### src/rtl/mainfsm.sv
// mainfsm: multicycle ARM control sequencer.
// Walks each instruction through fetch/decode/execute/memory/writeback and
// produces the unconditioned enables (NextPC, RegW, MemW) plus the datapath
// mux selects. Memory accesses in FETCH, MEMRD and MEMWR wait on MemReady.
module mainfsm (
    input  logic       clk,
    input  logic       reset,
    input  logic [1:0] Op,
    input  logic [5:0] Funct,
    input  logic       MemReady,
    output logic       IRWrite,
    output logic       NextPC,
    output logic       RegW,
    output logic       MemW,
    output logic       Branch,
    output logic       AdrSrc,
    output logic [1:0] ALUSrcA,
    output logic [1:0] ALUSrcB,
    output logic [1:0] ResultSrc,
    output logic       ALUOp,
    output logic [3:0] State
);

    typedef enum logic [3:0] {
        FETCH  = 4'd0,
        DECODE = 4'd1,
        MEMADR = 4'd2,
        MEMRD  = 4'd3,
        MEMWB  = 4'd4,
        MEMWR  = 4'd5,
        EXECR  = 4'd6,
        EXECI  = 4'd7,
        ALUWB  = 4'd8,
        BRANCH = 4'd9
    } state_t;

    state_t state_q;
    state_t state_d;

    // Only I (Funct[5]) and L (Funct[0]) steer the sequence.
    logic unused_funct;
    assign unused_funct = ^Funct[4:1];

    assign State = state_q;

    // State register; reset abandons any instruction in flight.
    always_ff @(posedge clk or negedge reset) begin
        if (!reset) begin
            state_q <= FETCH;
        end else begin
            state_q <= state_d;
        end
    end

    // Next-state selection; Op/Funct are only looked at in DECODE and MEMADR.
    always_comb begin
        state_d = FETCH;
        case (state_q)
            FETCH:   state_d = MemReady ? DECODE : FETCH;
            DECODE: begin
                case (Op)
                    2'b01:   state_d = MEMADR;
                    2'b00:   state_d = Funct[5] ? EXECI : EXECR;
                    2'b10:   state_d = BRANCH;
                    default: state_d = FETCH;
                endcase
            end
            MEMADR:  state_d = Funct[0] ? MEMRD : MEMWR;
            MEMRD:   state_d = MemReady ? MEMWB : MEMRD;
            MEMWR:   state_d = MemReady ? FETCH : MEMWR;
            MEMWB:   state_d = FETCH;
            EXECR:   state_d = ALUWB;
            EXECI:   state_d = ALUWB;
            ALUWB:   state_d = FETCH;
            BRANCH:  state_d = FETCH;
            default: state_d = FETCH;
        endcase
    end

    // Moore output decode; FETCH enables also wait for MemReady and are
    // held off while reset is low.
    always_comb begin
        IRWrite   = 1'b0;
        NextPC    = 1'b0;
        RegW      = 1'b0;
        MemW      = 1'b0;
        Branch    = 1'b0;
        AdrSrc    = 1'b0;
        ALUSrcA   = 2'b00;
        ALUSrcB   = 2'b00;
        ResultSrc = 2'b00;
        ALUOp     = 1'b0;
        case (state_q)
            FETCH: begin
                IRWrite   = MemReady & reset;
                NextPC    = MemReady & reset;
                ALUSrcA   = 2'b01;
                ALUSrcB   = 2'b10;
                ResultSrc = 2'b10;
            end
            DECODE: begin
                // PC+8 lands on R15 reads during decode.
                ALUSrcA   = 2'b01;
                ALUSrcB   = 2'b10;
                ResultSrc = 2'b10;
            end
            MEMADR: begin
                ALUSrcB   = 2'b01;
            end
            MEMRD: begin
                AdrSrc    = 1'b1;
            end
            MEMWB: begin
                ResultSrc = 2'b01;
                RegW      = 1'b1;
            end
            MEMWR: begin
                AdrSrc    = 1'b1;
                MemW      = 1'b1;
            end
            EXECR: begin
                ALUOp     = 1'b1;
            end
            EXECI: begin
                ALUSrcB   = 2'b01;
                ALUOp     = 1'b1;
            end
            ALUWB: begin
                RegW      = 1'b1;
            end
            BRANCH: begin
                ALUSrcB   = 2'b01;
                ResultSrc = 2'b10;
                Branch    = 1'b1;
            end
            default: begin
                RegW      = 1'b0;
            end
        endcase
    end

endmodule
### config.mk
export PLATFORM = sky130hd
export DESIGN_NAME = mainfsm
export DESIGN_NICKNAME = d
export VERILOG_FILES = /design/src/rtl/mainfsm.sv
export SDC_FILE = /design/constraint.sdc
export NUM_CORES = 1
export LEC_CHECK = 0
export BUFFER_PORTS_ARGS = -buffer_cell sky130_fd_sc_hd__buf_2
export CORE_AREA = 2 2 39 41
export CTS_CLUSTER_SIZE = 28
export DETAILED_ROUTE_END_ITERATION = 10
export DIE_AREA = 0 0 41 43
export PLACE_DENSITY = 0.68
export SKIP_LAST_GASP = 1
export SYNTH_ARGS = -nofsm -noshare
export SYNTH_HDL_FRONTEND = slang
export SYNTH_SLANG_ARGS = --single-unit
### constraint.sdc
create_clock -name clk -period 2.85 [get_ports clk]
set_input_delay 0.4275 -clock clk [delete_from_list [all_inputs] [get_ports clk]]
set_output_delay 0.4275 -clock clk [all_outputs]
set_load 0.01 [all_outputs]
-- Yosys cells after proc, flatten, opt, wreduce, memory -nomap -nowiden
Cells that the tools add are included.
- word-level logic and storage cells: 37
- bits of input ports: 11
- output and inout port bits: 17
- flip-flop bits (word level): 4
- muxes and demuxes: 16
- equal/unequal tests: 11
- reduce and logical (&&, ||, !) cells: 8
- bitwise operators: 1
- operators with widths (kind ; number):
    4-bit case mux with 6 select lines ; 1
    4-bit by 3-bit equality test with 1-bit output (second input constant) ; 4
    4-bit case mux with 3 select lines ; 1
    1-bit 2-to-1 mux ; 9
    3-bit 2-to-1 mux ; 3
    4-bit by 2-bit equality test with 1-bit output (second input constant) ; 2
    4-bit equality test (second input constant) ; 2
    2-bit case mux with 2 select lines ; 2
    2-bit OR reduction ; 4
    3-bit OR reduction ; 2
    4-bit by 1-bit equality test with 1-bit output (second input constant) ; 1
    4-bit zero test ; 1
    2-bit by 1-bit equality test with 1-bit output (second input constant) ; 1
    2-bit equality test (second input constant) ; 1
    2-bit zero test ; 1
    1-bit AND ; 1

-- Depth between registers and ports, before layout
Gate-level depths: netlist of the first run.
- word-level depth: 3
- mapped depth: 4

-- Worst setup path before layout of the first run
No wires, ideal clock.
- path kind: register to output
- from: register state_q[2] (netlist: State[2])
- to: output NextPC
- arrival time: 1.487 ns
- required time: 2.423 ns
- setup slack: 0.936 ns
- cell stages (with the launch flop): 5
- cell sequence: dfrtp_1 -> buf_6 -> or2_4 -> nor4_1 -> buf_4
- word-level cells in the longest chain between the ends: 2
- RTL lines (what ; line ; RTL):
    start, declared ; 37 ; state_t state_q;
    start signal, assigned ; 51 ; state_q <= state_d;
    4-bit zero test ; n/a ;
    1-bit 2-to-1 mux ; n/a ;
    end, declared ; 12 ; output logic NextPC,
Every way passes these cells.

-- Worst setup path in the final report of the first run
- from: input reset
- to: output IRWrite
- word-level cells in the longest chain between the ends: 2
- RTL lines (what ; line ; RTL):
    start, declared ; 7 ; input logic reset,
    1-bit AND ; 95 ; IRWrite = MemReady & reset;
    1-bit 2-to-1 mux ; 93 ; case (state_q)
    end, declared ; 11 ; output logic IRWrite,
Every way passes these cells.

==> metrics.txt, run 1 <==
fmax 0.4944 GHz; GR Overflow Total 0; CP Data Arrival Time 1600 ps; hpwl dp approximately 670 microns; CTS tree yes; main flop type after synthesis dfrtp_1; Fin Clk Skew 2.158 ps; Post-synth ARST share between 90% and 100%; drt drc 0; Fin. Hold Viols 0; 1st-pass router iterations 4; crit path capture type output port; RSZ-0062 raised after global routing false; number of top-level pins 28; initial DRC count 6; Die Y 43 microns; number of max-cap violations 0; # rows 14; Placer Congestion roughly 0.73; most numerous cell in the Yosys netlist nor2_1; fill cell count 151; worst path required time 2420 ps; final worst path period share 70.97%; Avg WL per Cell approximately 9.6 microns; CTS Sinks 4; WHS Endpoint State[2]$_DFF_PN0_; Reg2Reg Setup Slack around 1500 ps; Worst Setup Start Kind primary input; Final Setup Violations 0; Final Net Count 80; pwr dens 1157 nW/um^2; outcome complete, no violations; yosys warns 0; Tmin final 2023 ps; Synth area leader dfrtp_1; CTS buffer count 3; Multi-input gate area 221.5 sq um; crit path kind primary input to output port; HP Start Op[1]; IO buf count 22; R2R depth 3; Core Area 1384 sq um; CP max FO 5; Yosys top cell area share 26.67%; die area 1763 sq um; clk buf depth 2; clk slew on worst S/H paths ~30 ps; largest net degree at the start of global routing 12; Vias/cell 4.639; initial antenna violation count 0; global-route wire length before repair 1235 microns; Tot GR Track Use 10.19%; Avg Synthesized Cell Area 7.986 sq um; htree depth 1; leak pwr 0.2620 nW; Syn Nets between 50 and 60; clk_lat worst skew between 200 and 250 ps; RR Startpoint State[2]$_DFF_PN0_; layout cells sized above 1 43.28%; Root Buffer clkbuf_4; final design utilization 35.80%; Slew Viols, Final 0; worst vdd ir roughly 350 uV; final WL 797 microns; Cells after Synth 47; Reg area 100.1 sq um; # Post-CTS Setup Buffers 0; number of synthesized flops with an enable pin 0; Worst R2R End State[2]$_DFF_PN0_; worst hold path class primary input to flop; area grow syn2layout 32.00%; Die Wd 41 microns; Synth Cell Area about 380 sq um; Final ANT Viol Nets 0; Worst Hold Path Cells 2; routed via count 385; vias in the first global route approximately 320; top cells by area, synth dfrtp_1 (27%), nand2b_1 (6.7%), buf_4 (6.0%); post-synth cell types 30; ant diodes 0; Setup TNS Final 0 ps; most frequent cells after synthesis nor2_1 (5), dfrtp_1 (4), nand2b_1 (4); Starting Density between 20% and 30%; sequential area share after synthesis a little over a quarter; Synth Register Bits 4; Largest register FFs 4
## power breakdown
group          internal (mW)  leakage, nW  switching [mW]
combinational          0.179        0.196           0.183
sequential            0.0818       0.0519          0.0621
clock                 0.0469       0.0138          0.0207
## worst max-delay path, stage by stage
cell and delay [ps]:
dlygate4sd3_1 520, buf_2 150, nand2_1 60, nor4_1 240
buf_2 200
## final cells by class
class / count / area share, %
Clock buffer: 3 / 4.545
Inverter: 3 / 2.273
Multi-Input combinational cell: 34 / 44.70
Sequential cell: 4 / 20.20
Tap cell: 16 / 4.040
Timing Repair Buffer: 23 / 24.24
## worst max path at each step
stage | from | endpoint | slack (ps) | cells past startpoint
6_report | reset | IRWrite | 830 | 5
2_1_floorplan | State[2]$_DFF_PN0_ | NextPC | 940 | 4
5_1_grt | reset | NextPC | 700 | 5
3_3_place_gp | State[1]$_DFF_PN0_ | ALUSrcB[0] | 1140 | 4
4_1_cts | reset | IRWrite | 790 | 5
3_5_place_dp | State[1]$_DFF_PN0_ | ALUSrcB[0] | 1150 | 4
## timing repair
item,in CTS,in global routing
hold buffers,1,0
gates resized for setup,0,0
hold endpoints to repair,4,0
## layout by cell type, fill, tap and decap left out, types with 2 or more instances in the layout
| master | instances |
|---|---|
| a211oi_1 | 2 |
| buf_2 | 22 |
| clkbuf_4 | 3 |
| dfrtp_1 | 4 |
| inv_1 | 3 |
| nand2b_1 | 4 |
| nor2_1 | 5 |
| nor2b_1 | 2 |
| o22ai_1 | 2 |
## cell families (layout without fill, tap and decap cells)
group                     count (synthesis)  after routing  share of synthesized area, %
DFF                                       4              4                         26.67
buffers and inverters                     9             29                         14.33
AOI/OAI and AO/OA                        11             11                         21.33
other                                     1              1                        0.9990
xor gates and xnor gates                  2              2                         4.668
and+or+nand+nor                          20             20                         32.00
## routing by layer
metal / part of all wire (%) / GRT usage [%]
met3: 4.6 / 1.571
met5: 0 / 0
met1: 45 / 13.07
met2: 50 / 15.31
met4: 0 / 6.000
## stage by stage
stage	cells	power, mW	area, sq um	worst slack, ps	hold slack, ps
floorplan	47	0.4198	375.4	935.7	131.9
global placement	79	0.5079	462.9	1143	241.7
detailed placement	79	0.5105	462.9	1146	241.2
CTS	83	0.5849	495.5	787.6	434.2
global route	83	0.6339	495.5	697.8	444.3
finish	83	0.5733	495.5	827.5	446.1
(Power assumes the default switching activity.)
==> run 2, diff against run 1 <==
Clock period 2.85 ns to 2.1 ns, I/O delays scaled along.
==> metrics.txt, run 2 (same netlist as run 1, synthesis figures left out) <==
area grow syn2layout 32.00%; Reg2Reg Setup Slack 730 ps; crit path to ALUSrcB[0]; Placer Congestion 0.7302; crit path capture type output port; Placed Area 462.9 sq um; Worst R2R End State[2]$_DFF_PN0_; ant diodes 0; Fin. Hold Viols 0; R2R depth 3; routed via count 389; crit path kind flop to output port; global-route wire length before repair 1228 microns; Tmin final 1843 ps; final WL 837 microns; die area 1763 sq um; Starting Density 27.12%; layout cells sized above 1 between 40% and 50%; Worst Setup Start Kind flop; Die Y 43 microns; initial antenna violation count 0; most frequent cells in the layout buf_2 (22), nor2_1 (5), dfrtp_1 (4), nand2b_1 (4); worst vdd ir 428.4 uV; Vias/cell 4.687; CTS buffer count 3; number of max-cap violations 0; Slew Viols, Final 0; final worst path period share approximately 88%; htree depth 1; RR Startpoint State[2]$_DFF_PN0_; Fin Clk Skew 1.944 ps; hpwl dp 675 microns; drt drc 0; WP buf/inv 1; IO buf count 22; GR Overflow Total 0; Multi-input gate area 221.5 sq um; 1st-pass router iterations 4; CTS tree yes; fmax 0.5425 GHz; CP max FO 11; outcome complete, no violations; Worst Hold Path Cells 2; number of top-level pins 28; pwr dens 1581 nW/um^2; Place WS 500.2 ps; # Post-CTS Setup Buffers 0; crit path from State[1]$_DFF_PN0_; Root Buffer clkbuf_4; fill cell count 153; CTS Sinks 4; largest net degree at the start of global routing 12; dpl cells 79; vias in the first global route 307; Pwr Total 0.7833 mW; worst path required time 1780 ps; Final Net Count 80; Final Setup Violations 0; clk slew on worst S/H paths approximately 40 ps; # rows 14; final instance area 495.5 sq um; Slowest cell on crit path dfrtp_1; RSZ-0062 raised after global routing false; Avg WL per Cell 10.08 microns; Finished Layout Cells 83; CP Data Arrival Time between 1500 and 2000 ps; cts hold-fix bufs 1; clk buf depth 2; clk_lat worst skew 230 ps; initial DRC count 7; worst hold path class primary input to flop; final design utilization 35.80%; CP cell instances nand2b_1, or2_2, o31ai_1, buf_2; Reg area 100.1 sq um; Core Area 1384 sq um; PnR worst setup slack approximately 260 ps; Resized cells post-CTS 0; Tot GR Track Use 10.38%; cell depth of the worst setup path 4; Die Wd 41 microns; Largest register FFs 4; commonest non-fill, non-tap cell in the layout buf_2; WHS between 300 and 400 ps; Crit path max-delay family simple AND/OR/NAND/NOR gates; leak pwr 0.2620 nW; Final ANT Viol Nets 0; Setup TNS Final 0 ps; max incr delay on CP between 400 and 500 ps
==> run 2: cell type report <==
| class | instances | area share (%) |
|---|---|---|
| multi-input cells | 34 | 44.70 |
| repair buffers | 23 | 24.24 |
| flip-flops and latches | 4 | 20.20 |
| clock buffers | 3 | 4.545 |
| well taps | 16 | 4.040 |
| inverters | 3 | 2.273 |
==> run 2: worst reg2reg max path: stages (launching register included) <==
cell     delay (ps)
dfrtp_1         470
or2_4           290
or3_4           380
o22ai_1         150
==> run 2: power by group <==
group / internal [mW] / total [mW] / switching [mW]
logic: 0.243 / 0.492 / 0.249
clock network: 0.0639 / 0.0946 / 0.0308
registers: 0.111 / 0.196 / 0.0854
==> run 2: worst min path at each step <==
stage | from | to | slack [ps]
global placement | reset | State[0]$_DFF_PN0_ | 130
detailed placement | reset | State[0]$_DFF_PN0_ | 130
global route | Op[1] | State[2]$_DFF_PN0_ | 330
CTS | Op[1] | State[2]$_DFF_PN0_ | 320
floorplan | reset | State[0]$_DFF_PN0_ | 20
finish | Op[1] | State[2]$_DFF_PN0_ | 330
==> run 2: layer usage <==
layer  up-vias  GRT usage (%)  wire, microns
met1       176          12.70            359
met4         0          8.000             17
met5         -              0              0
li1        199              -              -
met3         2          1.571             54
met2        12          15.31            406
